`config.mk`:
```
export PLATFORM = sky130hd
export DESIGN_NAME = k12_result_collector
export DESIGN_NICKNAME = d
export VERILOG_FILES = /design/src/rtl/k12_pkg.sv /design/src/rtl/k12_result_fifo.sv /design/src/rtl/k12_result_collector.sv
export SDC_FILE = /design/constraint.sdc
export NUM_CORES = 2
export LEC_CHECK = 0
export CORE_UTILIZATION = 40
export CTS_CLUSTER_SIZE = 8
export DETAILED_ROUTE_END_ITERATION = 8
export PLACE_DENSITY = 0.61
export SLEW_MARGIN = 0
export SYNTH_ARGS = -nofsm -noshare
export SYNTH_HDL_FRONTEND = slang
export SYNTH_SLANG_ARGS = --single-unit
export TNS_END_PERCENT = 30
```
`constraint.sdc`:
```
create_clock -name clk -period 12.2 [get_ports clk]
set_clock_uncertainty 0.15 [all_clocks]
set_input_delay 1.83 -clock clk [delete_from_list [all_inputs] [get_ports clk]]
set_output_delay 1.83 -clock clk [all_outputs]
set_load 0.05 [all_outputs]
```
`src/rtl/k12_pkg.sv`:
```
// rtl/k12_pkg.sv - shared constants, types and frame word mux for the K12 result collector
package k12_pkg;

    localparam int K12_FRAME_WORDS = 10;
    localparam int K12_WORD_W      = 32;
    localparam int K12_ENTRY_W     = 320;
    localparam int K12_HASH_W      = 256;
    localparam int K12_NONCE_W     = 64;

    typedef logic [3:0] word_idx_t;

    localparam word_idx_t K12_LAST_IDX = word_idx_t'(K12_FRAME_WORDS - 1);

    typedef enum logic {
        ST_IDLE = 1'b0,
        ST_SEND = 1'b1
    } tx_state_e;

    // Entry is {nonce, hash}; word 0 is the most-significant 32 bits.
    function automatic logic [K12_WORD_W-1:0] frame_word(
        input logic [K12_ENTRY_W-1:0] entry,
        input word_idx_t              idx
    );
        logic [K12_ENTRY_W-1:0] shifted;
        shifted    = entry << (K12_WORD_W * int'(idx));
        frame_word = shifted[K12_ENTRY_W-1 -: K12_WORD_W];
    endfunction

endpackage

```
`src/rtl/k12_result_fifo.sv`:
```
// rtl/k12_result_fifo.sv - result entry FIFO with wrap-bit pointers and head/second-entry peek
module k12_result_fifo
    import k12_pkg::*;
#(
    parameter int DEPTH = 4
) (
    input  logic                   clk,
    input  logic                   rst_n,
    input  logic                   push_i,
    input  logic                   pop_i,
    input  logic [K12_ENTRY_W-1:0] wdata_i,
    output logic [K12_ENTRY_W-1:0] head_o,
    output logic [K12_ENTRY_W-1:0] second_o,
    output logic                   multi_o,
    output logic                   full_o,
    output logic                   empty_o
);

    localparam int AW = $clog2(DEPTH);

    logic [K12_ENTRY_W-1:0] mem_q [DEPTH];
    logic [AW:0]            wr_ptr_q, wr_ptr_d;
    logic [AW:0]            rd_ptr_q, rd_ptr_d;
    logic [AW:0]            rd_next;
    logic [AW:0]            count;
    logic                   push_ok;
    logic                   pop_ok;

    assign full_o   = (wr_ptr_q[AW] != rd_ptr_q[AW]) && (wr_ptr_q[AW-1:0] == rd_ptr_q[AW-1:0]);
    assign empty_o  = (wr_ptr_q == rd_ptr_q);
    assign count    = wr_ptr_q - rd_ptr_q;
    assign multi_o  = (count >= (AW+1)'(2));
    assign rd_next  = rd_ptr_q + (AW+1)'(1);
    assign head_o   = mem_q[rd_ptr_q[AW-1:0]];
    assign second_o = mem_q[rd_next[AW-1:0]];

    // A pop in the same cycle frees the slot being written, so full does not block it.
    assign push_ok = push_i && (!full_o || pop_i);
    assign pop_ok  = pop_i && !empty_o;

    always_comb begin
        wr_ptr_d = wr_ptr_q;
        rd_ptr_d = rd_ptr_q;
        if (push_ok) wr_ptr_d = wr_ptr_q + (AW+1)'(1);
        if (pop_ok)  rd_ptr_d = rd_next;
    end

    always_ff @(posedge clk or negedge rst_n) begin
        if (!rst_n) begin
            wr_ptr_q <= '0;
            rd_ptr_q <= '0;
        end else begin
            wr_ptr_q <= wr_ptr_d;
            rd_ptr_q <= rd_ptr_d;
        end
    end

    always_ff @(posedge clk) begin
        if (push_ok) mem_q[wr_ptr_q[AW-1:0]] <= wdata_i;
    end

endmodule

```
`src/rtl/k12_result_collector.sv`:
```
// rtl/k12_result_collector.sv - pairs PoW results with their nonce, buffers them and streams 10-word frames
module k12_result_collector
    import k12_pkg::*;
#(
    parameter int DEPTH = 4,
    parameter int CNT_W = 16
) (
    input  logic                   clk,
    input  logic                   rst_n,
    input  logic                   load,
    input  logic [K12_NONCE_W-1:0] nonce,
    input  logic                   store,
    input  logic [K12_HASH_W-1:0]  hash,
    output logic [K12_WORD_W-1:0]  tx_data,
    output logic                   tx_valid,
    input  logic                   tx_ready,
    output logic                   tx_last,
    output logic                   fifo_full,
    output logic [CNT_W-1:0]       drop_count
);

    logic [K12_NONCE_W-1:0] nonce_tag_q;
    logic                   stg_valid_q;
    logic [K12_ENTRY_W-1:0] stg_entry_q;
    logic [CNT_W-1:0]       drop_q, drop_d;

    tx_state_e              state_q, state_d;
    word_idx_t              idx_q, idx_d;
    logic                   load_word;
    logic                   use_second;
    logic [K12_WORD_W-1:0]  tx_data_q, tx_data_d;
    logic                   tx_valid_q, tx_valid_d;
    logic                   tx_last_q, tx_last_d;

    logic [K12_ENTRY_W-1:0] head;
    logic [K12_ENTRY_W-1:0] second;
    logic                   multi;
    logic                   full;
    logic                   empty;
    logic                   handshake;
    logic                   pop;
    logic                   drop;

    assign handshake = tx_valid_q && tx_ready;
    assign pop       = handshake && tx_last_q;
    assign drop      = stg_valid_q && full && !pop;
    assign drop_d    = (drop && (drop_q != '1)) ? drop_q + CNT_W'(1) : drop_q;

    k12_result_fifo #(
        .DEPTH (DEPTH)
    ) u_fifo (
        .clk      (clk),
        .rst_n    (rst_n),
        .push_i   (stg_valid_q),
        .pop_i    (pop),
        .wdata_i  (stg_entry_q),
        .head_o   (head),
        .second_o (second),
        .multi_o  (multi),
        .full_o   (full),
        .empty_o  (empty)
    );

    // The stage captures the tag before a coincident load updates it.
    always_ff @(posedge clk or negedge rst_n) begin
        if (!rst_n) begin
            nonce_tag_q <= '0;
            stg_valid_q <= 1'b0;
            stg_entry_q <= '0;
            drop_q      <= '0;
        end else begin
            stg_valid_q <= store;
            if (store) stg_entry_q <= {nonce_tag_q, hash};
            if (load)  nonce_tag_q <= nonce;
            drop_q <= drop_d;
        end
    end

    always_ff @(posedge clk or negedge rst_n) begin
        if (!rst_n) begin
            state_q    <= ST_IDLE;
            idx_q      <= '0;
            tx_data_q  <= '0;
            tx_valid_q <= 1'b0;
            tx_last_q  <= 1'b0;
        end else begin
            state_q    <= state_d;
            idx_q      <= idx_d;
            tx_data_q  <= tx_data_d;
            tx_valid_q <= tx_valid_d;
            tx_last_q  <= tx_last_d;
        end
    end

    always_comb begin
        state_d    = state_q;
        idx_d      = idx_q;
        load_word  = 1'b0;
        use_second = 1'b0;
        case (state_q)
            ST_IDLE: begin
                if (!empty) begin
                    state_d   = ST_SEND;
                    idx_d     = '0;
                    load_word = 1'b1;
                end
            end
            ST_SEND: begin
                if (handshake) begin
                    if (idx_q == K12_LAST_IDX) begin
                        // The head is popping this cycle, so the next frame comes from the second slot.
                        if (multi) begin
                            idx_d      = '0;
                            load_word  = 1'b1;
                            use_second = 1'b1;
                        end else begin
                            state_d = ST_IDLE;
                        end
                    end else begin
                        idx_d     = idx_q + word_idx_t'(1);
                        load_word = 1'b1;
                    end
                end
            end
            default: state_d = ST_IDLE;
        endcase
    end

    always_comb begin
        tx_valid_d = (state_d == ST_SEND);
        tx_data_d  = tx_data_q;
        tx_last_d  = tx_last_q;
        if (load_word) begin
            tx_data_d = frame_word(use_second ? second : head, idx_d);
            tx_last_d = (idx_d == K12_LAST_IDX);
        end else if (state_d == ST_IDLE) begin
            tx_data_d = '0;
            tx_last_d = 1'b0;
        end
    end

    assign tx_data    = tx_data_q;
    assign tx_valid   = tx_valid_q;
    assign tx_last    = tx_last_q;
    assign fifo_full  = full;
    assign drop_count = drop_q;

endmodule

```
==> metrics.yaml <==
grt_pass1_vias: 40700
crit_path_end_kind: "primary output"
core_mm2: 0.189
outcome: "finished, final reports clean"
synth_top_cell_by_area: "edfxtp_1"
synth_nets: 4120
powerDensity_mw_per_mm2: 255
pwr-share-comb: 0.360
io_pins: 376
drc_errors: 0
io_buffers: 375
layout_common_cells: "edfxtp_1, mux4_2, mux2i_1"
htreeDepth: 4
path_clk_slew_ns: 0.05
drt-total-wl_um: 198000
slew_headroom: 0.168
setup_violations: 0
hold_path_depth: 0
cp-start-kind: "register"
clockRootBuffer: "clkbuf_16"
fmax_mhz: 172
reg2reg_depth: 8
synth_flop_cell: "edfxtp_1"
yosys_register_bits: 1725
antenna_found_initial: 4
hold_viol: 0
hp-class: "register to register"
r2r-start: "u_fifo.rd_ptr_q[0]"
die_area_mm2: 0.192
max_cap_viol_count: 0
grt_first_pass_wirelength_um: 289000
route.detailed.wl_per_inst_um: 28.8
dieWidth_um: 438
routed_via_density: 5.70
grt.total_usage: 0.207
final_common_cell: "edfxtp_1"
tightest_slew_ns: 1.25
postCtsSetupBuffers: 0
synth_top_area_frac: 0.504
path_cells: "inv_1 -> ha_1 -> nand2_1 -> nor2_1 -> clkdlybuf4s50_1"
pwr-share-clk: 0.268
grt_max_degree: 149
post-route-min-period_ns: 5.82
finalCritPeriodShare: 0.477
yosysUniqueCellTypes: 52
ant_nets: 0
cp_top_family: "buffers and inverters"
leakagePower_nw: 29.7
crit_buf_inv: 2
synth_edf_count: 1280
async_reset_ff_frac: 0.258
p_int_w: 0.0151
setup_tns_ns: 0
ys_seq_area_frac: 0.651
rows: 159
whs_endpoint: "u_fifo.mem_q[3][233]"
synthCells: 3784
die_h_um: 438
nFillCells: 15700
placed_cell_area_mm2: 0.0827
rsz0062_at_grt: "false"
drtIter0Drc: 3301
fin_nets: 4529
cts_tree: "done"
r2r_end: "tx_data[21]"
cp_slowest_cell: "dfrtp_4"
swShare: 0.339
ys_warn_count: 0
min_from: "stg_entry_q[233]"
path_max_fanout: 41
cts_resized: 0
syn_avg_cell_area_um2: 20.1
slew_viol_final: 0
drt-pass1-iter-count: 5
rrSetupSlack_ns: 6.65
worst-endpoint-arrival_ns: 3.84
vias: 39300
areaGrowthSynthToFinish_pct: 17.7
dp_hpwl_um: 127000
drive_above_1_share: 0.317
critical_path_class: "register to primary output"
ir_worst_vdd_uv: 279
p_sw_w: 0.00775
utilization: 0.475
clock_path_buffers: 3
holdBufCountCts: 0
clock-sinks: 1725
finalInstanceArea_mm2: 0.0897
grt_overflow: 0
gp_congestion: 0.805
power_frac_seq: 0.372
synth_area_mm2: 0.0762
synth.area.top_cells: "edfxtp_1, mux4_2, dfrtp_1"
clk-insertion-delay-late_ns: 0.85
slowest_delay_ns: 1.01
cts-buffers-inserted: 235
crit_required_ns: 10.22
initial_utilization: 0.404
-- state kept, by name (all words and copies together) (netlist names) --
name             cells
u_fifo.rd_ptr_q      3
stg_entry_q        320
u_fifo.wr_ptr_q      3
tx_data             32
tx_valid             1
nonce_tag_q         64
u_fifo.mem_q      1280
stg_valid_q          1
tx_last              1
idx_q                4
drop_count          16
-- per-stage QoR --
| stage | worst slack [ns] | power, W | hold slack [ns] | std cells |
|---|---|---|---|---|
| floorplan | 1.55 | 0.0144 | 0.322 | 3784 |
| global placement | 5.74 | 0.0169 | 0.333 | 6451 |
| detailed placement | 5.71 | 0.0170 | 0.340 | 6451 |
| CTS | 6.22 | 0.0232 | 0.324 | 6892 |
| global route | 6.14 | 0.0239 | 0.352 | 6894 |
| finish | 6.38 | 0.0229 | 0.328 | 6895 |
-- power groups by stage --
stage	Clock [W]	Sequential (W)	Combinational [W]
floorplan	0	0.00875	0.00565
global placement	0	0.00854	0.00837
detailed placement	0	0.00861	0.00836
CTS	0.00627	0.00851	0.00839
global route	0.00652	0.00863	0.00872
finish	0.00613	0.00851	0.00825
-- layer usage --
layer  wire length [um]  track usage  up-vias
li1                   -            -    16700
met1              80600        0.269    21300
met2             102000        0.351     1115
met3               9040       0.0305      276
met4               7330       0.0789        0
met5                  0            0        -
-- synth_stat cells, types with 10 or more instances --
cell type,n
mux2_2,418
xnor2_1,11
clkbuf_1,128
edfxtp_1,1280
o2111ai_1,32
mux2i_1,448
dfrtp_1,445
buf_1,62
ha_1,10
a22oi_1,32
nand2_1,78
mux4_2,639
buf_4,16
buf_2,60
o211ai_1,34
-- cells by family after synthesis --
family / Yosys count / synth area share
simple gates: 128 / 0.00783
xor+xnor: 21 / 0.00259
mux: 1505 / 0.309
compound gates: 117 / 0.0122
flops: 1725 / 0.651
buf+inv: 277 / 0.0155
fa+ha+maj: 11 / 0.00190
-- area by class of cell --
| class | count | area [um^2] | share of cell area |
|---|---|---|---|
| tap | 2495 | 3120 | 0.0348 |
| multi-input combinational | 1782 | 25500 | 0.285 |
| antenna | 3 | 7.51 | 0.0000837 |
| clock buffer | 426 | 6670 | 0.0744 |
| clock inverter | 15 | 278 | 0.00310 |
| timing repair buffer | 439 | 4430 | 0.0494 |
| inverter | 10 | 37.5 | 0.000419 |
| sequential | 1725 | 49600 | 0.553 |
-- worst reg2reg max path, cell delays in order (launching register included) --
cell       delay [ns]
dfrtp_4          0.92
buf_4            0.75
buf_4            0.79
buf_4            0.82
mux4_2           0.62
mux2i_1          0.22
mux2i_1          0.22
mux2i_1          0.74
o2111ai_1        0.17
-- worst max path at each step --
stage | slack [ns] | startpoint | depth (start not counted) | end
after floorplan | 1.55 | u_fifo.rd_ptr_q[1] | 10 | u_fifo.mem_q[3][0]
after global placement | 5.74 | tx_ready | 7 | u_fifo.mem_q[0][314]
after detailed placement | 5.71 | tx_ready | 7 | u_fifo.mem_q[0][314]
after CTS | 6.22 | u_fifo.rd_ptr_q[1] | 5 | fifo_full
after global routing | 6.14 | u_fifo.rd_ptr_q[1] | 5 | fifo_full
final | 6.38 | u_fifo.rd_ptr_q[1] | 5 | fifo_full
Note: power is estimated with default switching activity, not from simulation.
